$ cat config.mk
export PLATFORM = sky130hd
export DESIGN_NAME = spike_rate_decoder
export DESIGN_NICKNAME = d
export VERILOG_FILES = /design/src/rtl/snn_pkg.sv /design/src/rtl/spike_sat_counter.sv /design/src/rtl/spike_rate_decoder.sv
export SDC_FILE = /design/constraint.sdc
export NUM_CORES = 1
export LEC_CHECK = 0
export ABC_AREA = 1
export CORE_MARGIN = 2
export CORE_UTILIZATION = 42
export CTS_CLUSTER_SIZE = 16
export DETAILED_ROUTE_END_ITERATION = 12
export GPL_ROUTABILITY_DRIVEN = 0
export SETUP_SLACK_MARGIN = 0.3
export SYNTH_ARGS = -nofsm -noshare
export SYNTH_HDL_FRONTEND = slang
export SYNTH_SLANG_ARGS = --single-unit
$ cat constraint.sdc
create_clock -name clk -period 3.65 [get_ports clk]
set_clock_uncertainty 0.1 [all_clocks]
set_input_delay 0.365 -clock clk [delete_from_list [all_inputs] [get_ports clk]]
set_output_delay 0.365 -clock clk [all_outputs]
set_load 0.02 [all_outputs]
$ cat src/rtl/snn_pkg.sv
// snn_pkg
//   Shared definitions for the SNN datapath: default layer geometry used by
//   the neuron layer and the output decoder, and the decoder FSM state type.
//   No ports (package).
package snn_pkg;

  // Default output-layer geometry, shared with the neuron layer.
  localparam int SNN_N_CH   = 10;
  localparam int SNN_IDX_W  = 4;
  localparam int SNN_CNT_W  = 8;

  // Window tick counter width; covers window lengths up to 65535 ticks.
  localparam int SNN_TICK_W = 16;

  // Decoder FSM: IDLE -> ACCUM -> SCAN -> DONE -> IDLE.
  typedef enum logic [1:0] {
    ST_IDLE  = 2'd0,
    ST_ACCUM = 2'd1,
    ST_SCAN  = 2'd2,
    ST_DONE  = 2'd3
  } dec_state_t;

endpackage

$ cat src/rtl/spike_sat_counter.sv
// spike_sat_counter
//   One per-channel spike counter. Synchronous clear has priority over
//   increment; the count holds at all-ones instead of wrapping.
// Ports:
//   clk  in           clock
//   rst  in           asynchronous active-high reset
//   clr  in           synchronous clear
//   inc  in           count one spike this cycle
//   cnt  out [CNT_W]  current count
module spike_sat_counter
  import snn_pkg::*;
#(
  parameter int CNT_W = SNN_CNT_W
) (
  input  logic             clk,
  input  logic             rst,
  input  logic             clr,
  input  logic             inc,
  output logic [CNT_W-1:0] cnt
);

  always_ff @(posedge clk or posedge rst) begin
    if (rst) begin
      cnt <= '0;
    end else if (clr) begin
      cnt <= '0;
    end else if (inc && (cnt != '1)) begin
      cnt <= cnt + 1'b1;
    end
  end

endmodule

$ cat src/rtl/spike_rate_decoder.sv
// spike_rate_decoder
//   Output-side decoder for the SNN datapath. Counts spikes per channel over
//   a window of WIN timestep ticks, then scans the counts one channel per
//   cycle and reports the argmax channel and its count.
//
//   Optional build macro: SPK_DECODE_THRESH_EN
//     defined   : winner_valid = (winner_cnt >= THRESH) at DONE
//     undefined : winner_valid = 1 at every DONE, no comparator built
//
// Ports:
//   clk           in              clock
//   rst           in              asynchronous active-high reset
//   start         in              begin a decode window (IDLE only)
//   tick          in              timestep strobe, qualifies spk_in
//   spk_in        in  [N_CH]      spike vector, bit i = channel i
//   rd_idx        in  [IDX_W]     count read-back index
//   rd_cnt        out [CNT_W]     combinational count of rd_idx (0 if out of range)
//   busy          out             high in ACCUM and SCAN
//   done          out             one-cycle pulse, result valid
//   winner        out [IDX_W]     argmax channel, held
//   winner_cnt    out [CNT_W]     count of winner, held
//   winner_valid  out             decision-quality flag, held
//
// Handshake: start is a level sampled on each rising edge; it is accepted
// only while the FSM is in IDLE (busy=0, done=0). A start seen in any other
// state is dropped, not remembered. The result outputs are valid from the
// cycle done=1 until the next accepted start clears them.
module spike_rate_decoder
  import snn_pkg::*;
#(
  parameter int N_CH   = SNN_N_CH,
  parameter int IDX_W  = SNN_IDX_W,
  parameter int CNT_W  = SNN_CNT_W,
  parameter int WIN    = 256,
  parameter int THRESH = 4
) (
  input  logic             clk,
  input  logic             rst,
  input  logic             start,
  input  logic             tick,
  input  logic [N_CH-1:0]  spk_in,
  input  logic [IDX_W-1:0] rd_idx,
  output logic [CNT_W-1:0] rd_cnt,
  output logic             busy,
  output logic             done,
  output logic [IDX_W-1:0] winner,
  output logic [CNT_W-1:0] winner_cnt,
  output logic             winner_valid
);

  // Elaboration-time parameter sanity checks.
  if ((1 << IDX_W) < N_CH) begin : g_chk_idx_w
    $error("spike_rate_decoder: IDX_W too narrow for N_CH");
  end
  if ((WIN < 1) || (WIN > 65535)) begin : g_chk_win
    $error("spike_rate_decoder: WIN out of range 1..65535");
  end
  if (THRESH < 0) begin : g_chk_thresh
    $error("spike_rate_decoder: THRESH must be non-negative");
  end

  localparam logic [SNN_TICK_W-1:0] TICK_LAST = SNN_TICK_W'(WIN - 1);
  localparam logic [IDX_W-1:0]      SCAN_LAST = IDX_W'(N_CH - 1);

  dec_state_t             state;
  dec_state_t             state_nx;
  logic [SNN_TICK_W-1:0]  tick_cnt;
  logic [CNT_W-1:0]       cnt [N_CH];
  logic [N_CH-1:0]        cnt_inc;
  logic                   cnt_clr;
  logic                   accept_start;
  logic                   last_tick;
  logic                   last_scan;

  logic [IDX_W-1:0]       scan_idx;
  logic [IDX_W-1:0]       best_idx;
  logic [CNT_W-1:0]       best_cnt;
  logic [CNT_W-1:0]       scan_cnt;
  logic                   cand_take;
  logic [IDX_W-1:0]       final_idx;
  logic [CNT_W-1:0]       final_cnt;
  logic                   final_valid;

  // ---------------------------------------------------------------------
  // Per-channel saturating counters
  // ---------------------------------------------------------------------
  assign accept_start = (state == ST_IDLE) && start;
  assign cnt_clr      = accept_start;
  assign cnt_inc      = ((state == ST_ACCUM) && tick) ? spk_in : '0;

  for (genvar g = 0; g < N_CH; g++) begin : g_ch
    spike_sat_counter #(
      .CNT_W(CNT_W)
    ) u_cnt (
      .clk(clk),
      .rst(rst),
      .clr(cnt_clr),
      .inc(cnt_inc[g]),
      .cnt(cnt[g])
    );
  end

  // Read-back mux; indices at or beyond N_CH read as zero.
  always_comb begin
    rd_cnt = '0;
    for (int i = 0; i < N_CH; i++) begin
      if (rd_idx == IDX_W'(i)) rd_cnt = cnt[i];
    end
  end

  // ---------------------------------------------------------------------
  // Argmax scan: one channel per cycle, strict > keeps the lowest index
  // on ties. final_* is the best after including the current channel.
  // ---------------------------------------------------------------------
  always_comb begin
    scan_cnt = '0;
    for (int i = 0; i < N_CH; i++) begin
      if (scan_idx == IDX_W'(i)) scan_cnt = cnt[i];
    end
  end

  assign cand_take = (scan_cnt > best_cnt);
  assign final_idx = cand_take ? scan_idx : best_idx;
  assign final_cnt = cand_take ? scan_cnt : best_cnt;

`ifdef SPK_DECODE_THRESH_EN
  localparam logic [31:0] THRESH_U = 32'(THRESH);
  assign final_valid = (32'(final_cnt) >= THRESH_U);
`else
  assign final_valid = 1'b1;
`endif

  assign last_tick = (state == ST_ACCUM) && tick && (tick_cnt == TICK_LAST);
  assign last_scan = (state == ST_SCAN) && (scan_idx == SCAN_LAST);

  // ---------------------------------------------------------------------
  // FSM next state
  // ---------------------------------------------------------------------
  always_comb begin
    state_nx = state;
    case (state)
      ST_IDLE:  if (start)     state_nx = ST_ACCUM;
      ST_ACCUM: if (last_tick) state_nx = ST_SCAN;
      ST_SCAN:  if (last_scan) state_nx = ST_DONE;
      ST_DONE:                 state_nx = ST_IDLE;
      default:                 state_nx = ST_IDLE;
    endcase
  end

  // ---------------------------------------------------------------------
  // State register, window/scan bookkeeping and registered outputs.
  // busy/done are registered from the next state so they line up with the
  // state they describe.
  // ---------------------------------------------------------------------
  always_ff @(posedge clk or posedge rst) begin
    if (rst) begin
      state        <= ST_IDLE;
      tick_cnt     <= '0;
      scan_idx     <= '0;
      best_idx     <= '0;
      best_cnt     <= '0;
      busy         <= 1'b0;
      done         <= 1'b0;
      winner       <= '0;
      winner_cnt   <= '0;
      winner_valid <= 1'b0;
    end else begin
      state <= state_nx;
      busy  <= (state_nx == ST_ACCUM) || (state_nx == ST_SCAN);
      done  <= (state_nx == ST_DONE);

      if (accept_start || last_tick) begin
        tick_cnt <= '0;
      end else if ((state == ST_ACCUM) && tick) begin
        tick_cnt <= tick_cnt + 1'b1;
      end

      if (last_tick) begin
        scan_idx <= '0;
        best_idx <= '0;
        best_cnt <= '0;
      end else if (state == ST_SCAN) begin
        scan_idx <= scan_idx + 1'b1;
        best_idx <= final_idx;
        best_cnt <= final_cnt;
      end

      if (accept_start) begin
        winner       <= '0;
        winner_cnt   <= '0;
        winner_valid <= 1'b0;
      end else if (last_scan) begin
        winner       <= final_idx;
        winner_cnt   <= final_cnt;
        winner_valid <= final_valid;
      end
    end
  end

endmodule

# Yosys cells after proc, flatten, opt, wreduce, memory -nomap -nowiden

Cells that the tools add are included.

Bits in registers: 129
Latch bits: 0
Memory bits (writable): 0
Bits in read-only memories: 0
Memories: 0

Add/sub/neg operators: 12
Multipliers: 0
Div/mod/pow operators: 0
$lt $le $gt $ge: 1
Equal/unequal tests: 35
Shift-type cells: 0
Multiplexer cells: 61
Bitwise logic cells: 0
Reductions and logical operators: 32

Operators with widths:

| kind                  | number |
|---|---|
| $mux 8                | 45 |
| $add 8x1->8 const B   | 10 |
| $ne 8x8->1 const B    | 10 |
| $eq 4x3->1 const B    | 8 |
| $mux 16               | 2 |
| $mux 4                | 7 |
| $reduce_bool 2->1     | 13 |
| $add 16x1->16 const B | 1 |
| $eq 16x8->1 const B   | 1 |
| $eq 4x2->1 const B    | 4 |
| $eq 4x4->1 const B    | 4 |
| $logic_and 1x1->1     | 14 |
| $mux 10               | 1 |
| $eq 2x2->1 const B    | 4 |
| $eq 4x1->1 const B    | 2 |
| $gt 8x8->1            | 1 |
| $logic_not 4->1       | 2 |
| $pmux 2 s4            | 1 |
| $mux 2                | 3 |
| $add 4x1->4 const B   | 1 |
| $eq 2x1->1 const B    | 2 |
| $logic_not 2->1       | 1 |
| $logic_or 1x1->1      | 2 |
| $mux 1                | 2 |

# Depth between registers and ports, before layout

Gate-level depths: netlist of the first run.

Depth in word-level cells: 15
Gate-level depth with buffers: 26
Gate-level depth less buffers: 24

# Cells and area by module

From an unflattened synthesis of the first run, not the netlist that was laid out.

Cells, all modules: 1374
Area, all modules: 9286.4 um2

Modules (own cells, without submodules):

| module             | instances | cells an instance | area each (um2) |
|---|---|---|---|
| spike_sat_counter  | 10        | 69                | 506.7 |
| spike_rate_decoder | 1         | 684               | 4219.0 |

# Worst setup path before layout of the first run

OpenSTA, ideal clock, no wires.

Kind: register to register
Start: register scan_idx[1]
End: register best_cnt[0]
Setup time: 0.117 ns
Arrival time: 3.042 ns
Required time: 3.433 ns
Setup slack: 0.390 ns
Cell stages (with the launch flop): 26
Clock period less this slack: 3.260 ns
Cell sequence: dfrtp_1 -> inv_1 -> ha_1 -> buf_2 -> clkbuf_1 -> nor2_1 -> nand3_1 -> nand3_1 -> nand2_1 -> nand2_1 -> nand2_1 -> nand2_1 -> nand3_1 -> nand3_1 -> nand2_1 -> inv_1 -> ha_1 -> a21oi_1 -> o21ai_0 -> nand2_1 -> o211ai_1 -> nand2_1 -> clkinv_1 -> or2_2 -> nand3_1 -> nand2_1

Cells in the longest elaborated chain, start to end: 15

Ends and longest elaborated chain:

| what                   | line                      | RTL |
|---|---|---|
| start, declared        | spike_rate_decoder.sv:75  | `logic [IDX_W-1:0] scan_idx;` |
| start signal, assigned | spike_rate_decoder.sv:183 | `scan_idx <= scan_idx + 1'b1;` |
| $logic_not 4->1        | spike_rate_decoder.sv:118 | `if (scan_idx == IDX_W'(i)) scan_cnt = cnt[i];` |
| $mux 8 (9 in a row)    | spike_rate_decoder.sv:118 |  |
| $mux 8 *               | spike_rate_decoder.sv:118 |  |
| $gt 8x8->1             | spike_rate_decoder.sv:122 | `assign cand_take = (scan_cnt > best_cnt);` |
| $mux 8 *               | spike_rate_decoder.sv:124 | `assign final_cnt = cand_take ? scan_cnt : best_cnt;` |
| $mux 8 *               | spike_rate_decoder.sv:182 | `end else if (state == ST_SCAN) begin` |
| $mux 8 *               | spike_rate_decoder.sv:178 | `if (last_tick) begin` |
| end signal, assigned   | spike_rate_decoder.sv:185 | `best_cnt <= final_cnt;` |
| end, declared          | spike_rate_decoder.sv:77  | `logic [CNT_W-1:0] best_cnt;` |

Mark *: on every way between the ends. The rest lies on a longest branch, timed or not. The select of a mux whose other input is x is not followed.
A chain may end at the register's enable or synchronous reset.

# Worst setup path after layout of the first run

Start: input rd_idx[2]
End: output rd_cnt[0]

Cells in the longest elaborated chain, start to end: 11

Ends and longest elaborated chain:

| what                | line                      | RTL |
|---|---|---|
| start, declared     | spike_rate_decoder.sv:42  | `input logic [IDX_W-1:0] rd_idx,` |
| $logic_not 4->1     | spike_rate_decoder.sv:107 | `if (rd_idx == IDX_W'(i)) rd_cnt = cnt[i];` |
| $mux 8 (9 in a row) | spike_rate_decoder.sv:107 |  |
| $mux 8 *            | spike_rate_decoder.sv:107 |  |
| end, declared       | spike_rate_decoder.sv:43  | `output logic [CNT_W-1:0] rd_cnt,` |

Mark *: on every way between the ends. The rest lies on a longest branch, timed or not.

==> qor.csv, run 1 <==
stage,metric,value,unit
outcome,status,finished clean,
grt,use_met1,34.3,%
routing,ant_nets,0,
timing,maxSlewViolCount,0,
grt,overflow,0,
timing,final.period_utilization,88.0,%
synthesis,synth.ff_latch_count,129,
timing,post-route-min-period,3.21,ns
grt,track_usage,23.2,%
synthesis,synth_area,8090,sq um
pwr,powerDensity,481,nW/um^2
floorplanning,die_h,143,microns
grt,grt_max_degree,112,
pwr,ir_drop,0.000328,V
synthesis,ys_warn_count,0,
floorplanning,std_cell_rows,50,
cells_and_area,syn_to_final_growth,18.6,%
timing,worstMarginPinSlew,0.742,ns
setup_path,critical_path_class,primary input to output port,
grt,first_global_vias,7150,
worst_hold_path,hold_path.class,primary input to async pin,
routing,drtIter0Drc,720,
cts,clock_sink_count,129,
synthesis,async_reset_ff_share,100,%
synthesis,synth_fp_nets,1188,
setup_path,worstPathMaxFanout,8,
grt,antenna_found_initial,0,
routing,post_drt_via_cell_ratio,5.20,
floorplanning,start_util,43.0,%
synthesis,syn_inst,1146,
cells_and_area,multi_input_area,4110,sq um
placement,dp_hpwl,16400,microns
cells_and_area,layout_commonest_cell,nand2_1,
cells_and_area,nets,1243,
grt,grt_use_met3,4.69,%
grt,grt_first_pass_wirelength,37000,microns
timing,slew_headroom,50.5,%
setup_path,required,3.18,ns
routing,routed_wl,22800,microns
routing,drc_errors,0,
synthesis,synth_edf_count,0,
cells_and_area,register_area,3230,sq um
cts,cts_tree,built,
grt,top_usage_layer,met2,
timing,hold_viol,0,
timing,tns,0,ns
grt,gr-usage-met2,34.5,%
floorplanning,ios,41,
cts,htreeDepth,4,
routing,first_pass_iters,6,
cells_and_area,final_util,50.9,%
timing,max_freq,311,MHz
cells_and_area,diodes,0,
synthesis,ys.flop_type,dfrtp_1,
timing,grt_setup_unrepaired,true,
routing,vias,7659,
setup_path,end_kind,output port,
flow_run,cap_violations,0,
routing,wl_per_cell,15.5,microns
floorplanning,die_area,20400,sq um
cells_and_area,fillCellCount,1826,
synthesis,syn_avg_cell_area,7.06,sq um
pwr,p_leak,4.56,nW
synthesis,seq_area_frac_synth,39.9,%
placement,port_buffers,40,
cts,cts_buffer_depth,2,
timing,setup_violations,0,
cts,clockRootBuffer,clkbuf_16,
setup_path,start_kind,primary input,
floorplanning,coreArea,18800,sq um
cells_and_area,drive_gt1_share,7.83,%
synthesis,ys_types,45,
setup_path,worstPathArrival,2.75,ns
cts,clk_latency,0.43,ns
floorplanning,die_x,143,microns
cells_and_area,final_cell_mix,"nand2_1, inv_1, dfrtp_1, nand3_1, o21ai_0",
cts,clk_pin_slew,0.06,ns
cts,cts_buffers,17,
==> cell usage after synthesis (3+ instances only) <==
cell type	instances	share of area [%]
xor2_1	8	0.87
nand4_1	17	1.3
nor4_1	14	1.1
nor2_2	3	0.23
buf_4	5	0.46
nand3_2	5	0.62
o21ai_0	88	5.4
inv_2	4	0.19
o21ai_1	12	0.74
nor2_1	67	3.1
o211ai_1	3	0.28
clkbuf_1	12	0.56
a211oi_1	3	0.28
nand3_1	116	7.2
o22ai_1	12	0.93
nor3_1	41	2.5
o2111ai_1	7	0.76
ha_1	24	3.7
nand2_1	279	13
inv_1	186	8.6
dfrtp_1	129	40
o21a_1	4	0.37
a21oi_1	75	4.6
==> metrics by stage <==
step	hold WS [ns]	std cells	power (mW)	setup WS, ns	cell area, sq um
floorplan	0.333	1146	2.46	0.390	8090
global placement	0.356	1437	2.83	0.223	8820
detailed placement	0.364	1437	2.83	0.158	8820
CTS	0.216	1468	4.63	0.303	9440
global route	0.235	1473	4.86	0.291	9590
finish	0.200	1473	4.62	0.439	9590
==> sequential cells by signal (all words and copies together), names as in the netlist <==
signal,cells
g_ch.u_cnt.cnt,80
tick_cnt,16
best_cnt,8
winner_cnt,8
best_idx,4
scan_idx,4
winner,4
state,2
busy,1
done,1
winner_valid,1
==> area by class of cell <==
| type | instances | share of cell area (%) |
|---|---|---|
| inverters | 193 | 7.72 |
| flip-flops and latches | 129 | 33.7 |
| clock buffers | 20 | 4.66 |
| well taps | 260 | 3.39 |
| clock inverters | 11 | 1.64 |
| multi-input cells | 802 | 42.9 |
| repair buffers | 58 | 5.99 |
==> timing repair <==
| action | 4_1_cts | 5_1_grt |
|---|---|---|
| buffers inserted | 0 | 4 |
| gates cloned | 0 | 1 |
| hold buffers | 0 | 0 |
| resized for setup | 4 | 34 |
| setup endpoints to repair | 19 | 27 |
| pin swaps | 0 | 2 |
==> cell families (layout without fill, tap and decap cells) <==
kind of cell    Yosys count  in the layout  synth area share (%)
buf+inv                 216            282                  10.5
xor+xnor                 10             10                  1.08
compound gates          210            210                  14.0
simple gates            557            558                  30.8
fa+ha+maj                24             24                  3.71
flops                   129            129                  39.9
==> report_power, final <==
part,switching (mW),internal (mW)
registers,0.267,1.67
clock network,0.686,1.10
logic,0.601,0.297
==> critical path, cell delays in order <==
cell and delay (ns):
clkdlybuf4s50_1 0.49, nor2_1 0.32, nand3_1 0.33, o2111ai_1 0.39, a21oi_1 0.11, nand4_1 0.10, clkdlybuf4s50_1 0.63
==> per-layer routing <==
layer  up-vias  share of wire (%)
met3        28                6.3
met5         -                  0
li1       3885                  -
met4         0                1.6
met2       234                 43
met1      3512                 50
==> worst paths after layout <==
kind                                       from              endpoint  slack, ns  cells after the start
max                                   rd_idx[2]             rd_cnt[0]       0.44                      7
min                                         rst           tick_cnt[3]       0.20                      2
max reg2reg                         scan_idx[0]           best_cnt[0]       0.51                     20
min reg2reg                g_ch[3].u_cnt.cnt[6]  g_ch[3].u_cnt.cnt[6]       0.38                      1
max in group asynchronous                   rst           scan_idx[1]       2.29                      3
min in group clk           g_ch[3].u_cnt.cnt[6]  g_ch[3].u_cnt.cnt[6]       0.38                      1
No activity file was read; power rests on OpenSTA's default activity.
==> run 2, diff against run 1 <==
- DONT_BUFFER_PORTS: default -> 1
==> run 2 against run 1 <==
  * Utilization decreased by 2.1 points
  * Critical path depth increased by 18
  * Cell count down 2.4%
  * Global-route usage barely moved
  * Clock power decreased by 8%
  * Worst setup slack better by 0.090 ns
  * Non-clock buffer count fell by 37
  * Register-to-register slack better by 0.02 ns
  * Maximum frequency up 2.9%
  * Routed wire length is 0.13% higher
  * Total power shrank 5.0%
  * Highest routed layer unchanged
==> qor.csv, run 2 (synthesized netlist as in run 1, its figures left out) <==
stage,metric,value,unit,change
floorplanning,die_h,143,microns,unchanged
cts,clk_latency,0.43,ns,about the same
grt,track_usage,23.2,%,about the same
cts,htreeDepth,4,,unchanged
cells_and_area,drive_gt1_share,8.41,%,+0.58 points
grt,overflow,0,,unchanged
floorplanning,die_x,143,microns,unchanged
cells_and_area,final_cell_mix,"nand2_1, inv_1, dfrtp_1, nand3_1, o21ai_0",,
flow_run,cap_violations,0,,unchanged
cts,clock_sink_count,129,,unchanged
routing,routed_wl,22800,microns,+0.13%
cts,cts_buffers,17,,unchanged
pwr,ir_drop,0.000309,V,-5.8%
routing,first_pass_iters,5,,-1
floorplanning,ios,41,,unchanged
cells_and_area,layout_commonest_cell,nand2_1,,
floorplanning,coreArea,18800,sq um,unchanged
cts,cts_tree,built,,
placement,port_buffers,0,,-100%
floorplanning,die_area,20400,sq um,unchanged
cts,clk_pin_slew,0.06,ns,about the same
grt,first_global_vias,7003,,-2.1%
timing,setup_violations,0,,unchanged
cells_and_area,largest_reg_flops,80,,unchanged
pwr,p_leak,4.41,nW,-3.3%
routing,wl_per_cell,15.9,microns,+2.6%
routing,vias,7563,,-1.3%
cells_and_area,final_util,48.8,%,-2.1 points
cells_and_area,syn_to_final_growth,13.7,%,
cells_and_area,nets,1206,,-3.0%
floorplanning,start_util,43.0,%,unchanged
timing,worstMarginPinSlew,0.791,ns,+0.0497 ns
setup_path,end_kind,flip-flop,,
setup_path,worstPathMaxFanout,9,,+1
floorplanning,std_cell_rows,50,,unchanged
placement,dp_hpwl,16300,microns,-0.46%
timing,max_freq,320,MHz,+2.9%
timing,tns,0,ns,unchanged
setup_path,required,3.88,ns,+0.70 ns
setup_path,start_kind,flip-flop,,
timing,grt_setup_unrepaired,false,,
routing,drc_errors,0,,unchanged
cells_and_area,reg_top3,"g_ch.u_cnt.cnt x80, tick_cnt x16",,
timing,maxSlewViolCount,0,,unchanged
timing,hold_viol,0,,unchanged
timing,slew_headroom,47.2,%,-3.3 points
setup_path,worstPathArrival,3.35,ns,+0.60 ns
outcome,status,finished clean,,
grt,grt_max_degree,100,,-11%
cells_and_area,regMostFlops,g_ch.u_cnt.cnt,,
worst_hold_path,hold_path.class,primary input to flip-flop,,
routing,drtIter0Drc,811,,+13%
routing,ant_nets,0,,unchanged
cts,cts_buffer_depth,2,,unchanged
routing,post_drt_via_cell_ratio,5.26,,+1.2%
timing,post-route-min-period,3.12,ns,-0.0902 ns
pwr,powerDensity,477,nW/um^2,-0.91%
cts,clockRootBuffer,clkbuf_16,,
timing,final.period_utilization,85.5,%,-2.5 points
grt,grt_first_pass_wirelength,36700,microns,-0.75%
grt,antenna_found_initial,0,,unchanged
setup_path,critical_path_class,flip-flop to flip-flop,,
cells_and_area,diodes,0,,unchanged
run 2: changes by cell type in the layout (fill, tap and decap cells not counted), moves of 2 or more:
cell,before,now
clkdlybuf4s50_1,39,0
nand3_1,114,109
o21ai_1,13,18
nand3_2,6,10
o21ai_2,4,0
buf_4,14,16
bufinv_16,3,1
clkinv_2,0,2
ha_1,21,19
ha_4,3,5
nor3_2,3,1
run 2: path summary, 6_finish.rpt:
path / slack, ns / start / cells after the start / end
max: 0.53 / scan_idx[1] / 25 / best_cnt[1]
min: 0.02 / spk_in[9] / 2 / g_ch[9].u_cnt.cnt[6]
max reg2reg: 0.53 / scan_idx[1] / 25 / best_cnt[1]
min reg2reg: 0.37 / g_ch[3].u_cnt.cnt[6] / 1 / g_ch[3].u_cnt.cnt[6]
max in group asynchronous: 2.52 / rst / 3 / g_ch[6].u_cnt.cnt[5]
min in group asynchronous: 0.44 / rst / 3 / tick_cnt[3]
run 2: cell type report:
type | count | area, sq um
tap | 260 | 325
clock buffer | 21 | 450
inverter | 193 | 741
clock inverter | 11 | 108
timing repair buffer | 21 | 180
sequential | 129 | 3230
fill | 1862 | 9640
multi-input combinational | 802 | 4160
run 2: where the power goes:
group,switching (mW),internal (mW)
logic,0.562,0.235
registers,0.277,1.67
clock network,0.681,0.959
total,1.52,2.86
run 2: timing repair:
action,in CTS,in global routing
setup buffers,0,3
hold buffers,1,0
pin swaps,0,6
gates resized for setup,2,42
endpoints found under the setup margin,18,24
hold endpoints to repair,129,0
cloned,0,2
run 2: critical path, cell delays in order (launching register included):
cell,delay (ns)
dfrtp_2,0.44
inv_4,0.09
ha_4,0.17
buf_6,0.14
nor2_1,0.05
nand3_1,0.06
nand3_1,0.07
nand2_1,0.07
nand2_1,0.07
nand2_1,0.07
nand2_1,0.06
nand3_1,0.08
nand3_1,0.13
nand2_1,0.11
inv_1,0.05
ha_1,0.27
nand2_1,0.08
nor2_2,0.13
nand4_1,0.12
nand2_1,0.14
inv_2,0.07
buf_4,0.15
nand3_1,0.11
nand2_1,0.08
nand2_1,0.06
nand2_1,0.04
run 2: through the flow:
| stage | setup slack (ns) | cells | total power [mW] | hold slack (ns) | cell area, sq um |
|---|---|---|---|---|---|
| 2_1_floorplan | 0.390 | 1146 | 2.46 | 0.333 | 8090 |
| 3_3_place_gp | 0.290 | 1399 | 2.74 | 0.299 | 8440 |
| 3_5_place_dp | 0.238 | 1399 | 2.75 | 0.306 | 8440 |
| 4_1_cts | 0.304 | 1432 | 4.40 | 0.00395 | 9010 |
| 5_1_grt | 0.258 | 1437 | 4.64 | 0.0601 | 9190 |
| 6_report | 0.530 | 1437 | 4.38 | 0.0232 | 9190 |
run 2: routing by layer:
layer  wire [microns]  up-vias  GRT usage (%)
met1            11100     3461           33.9
met5                0        -              0
met4              476        0           8.18
met2             9580      239           33.6
li1                 -     3822              -
met3             1620       41           5.30
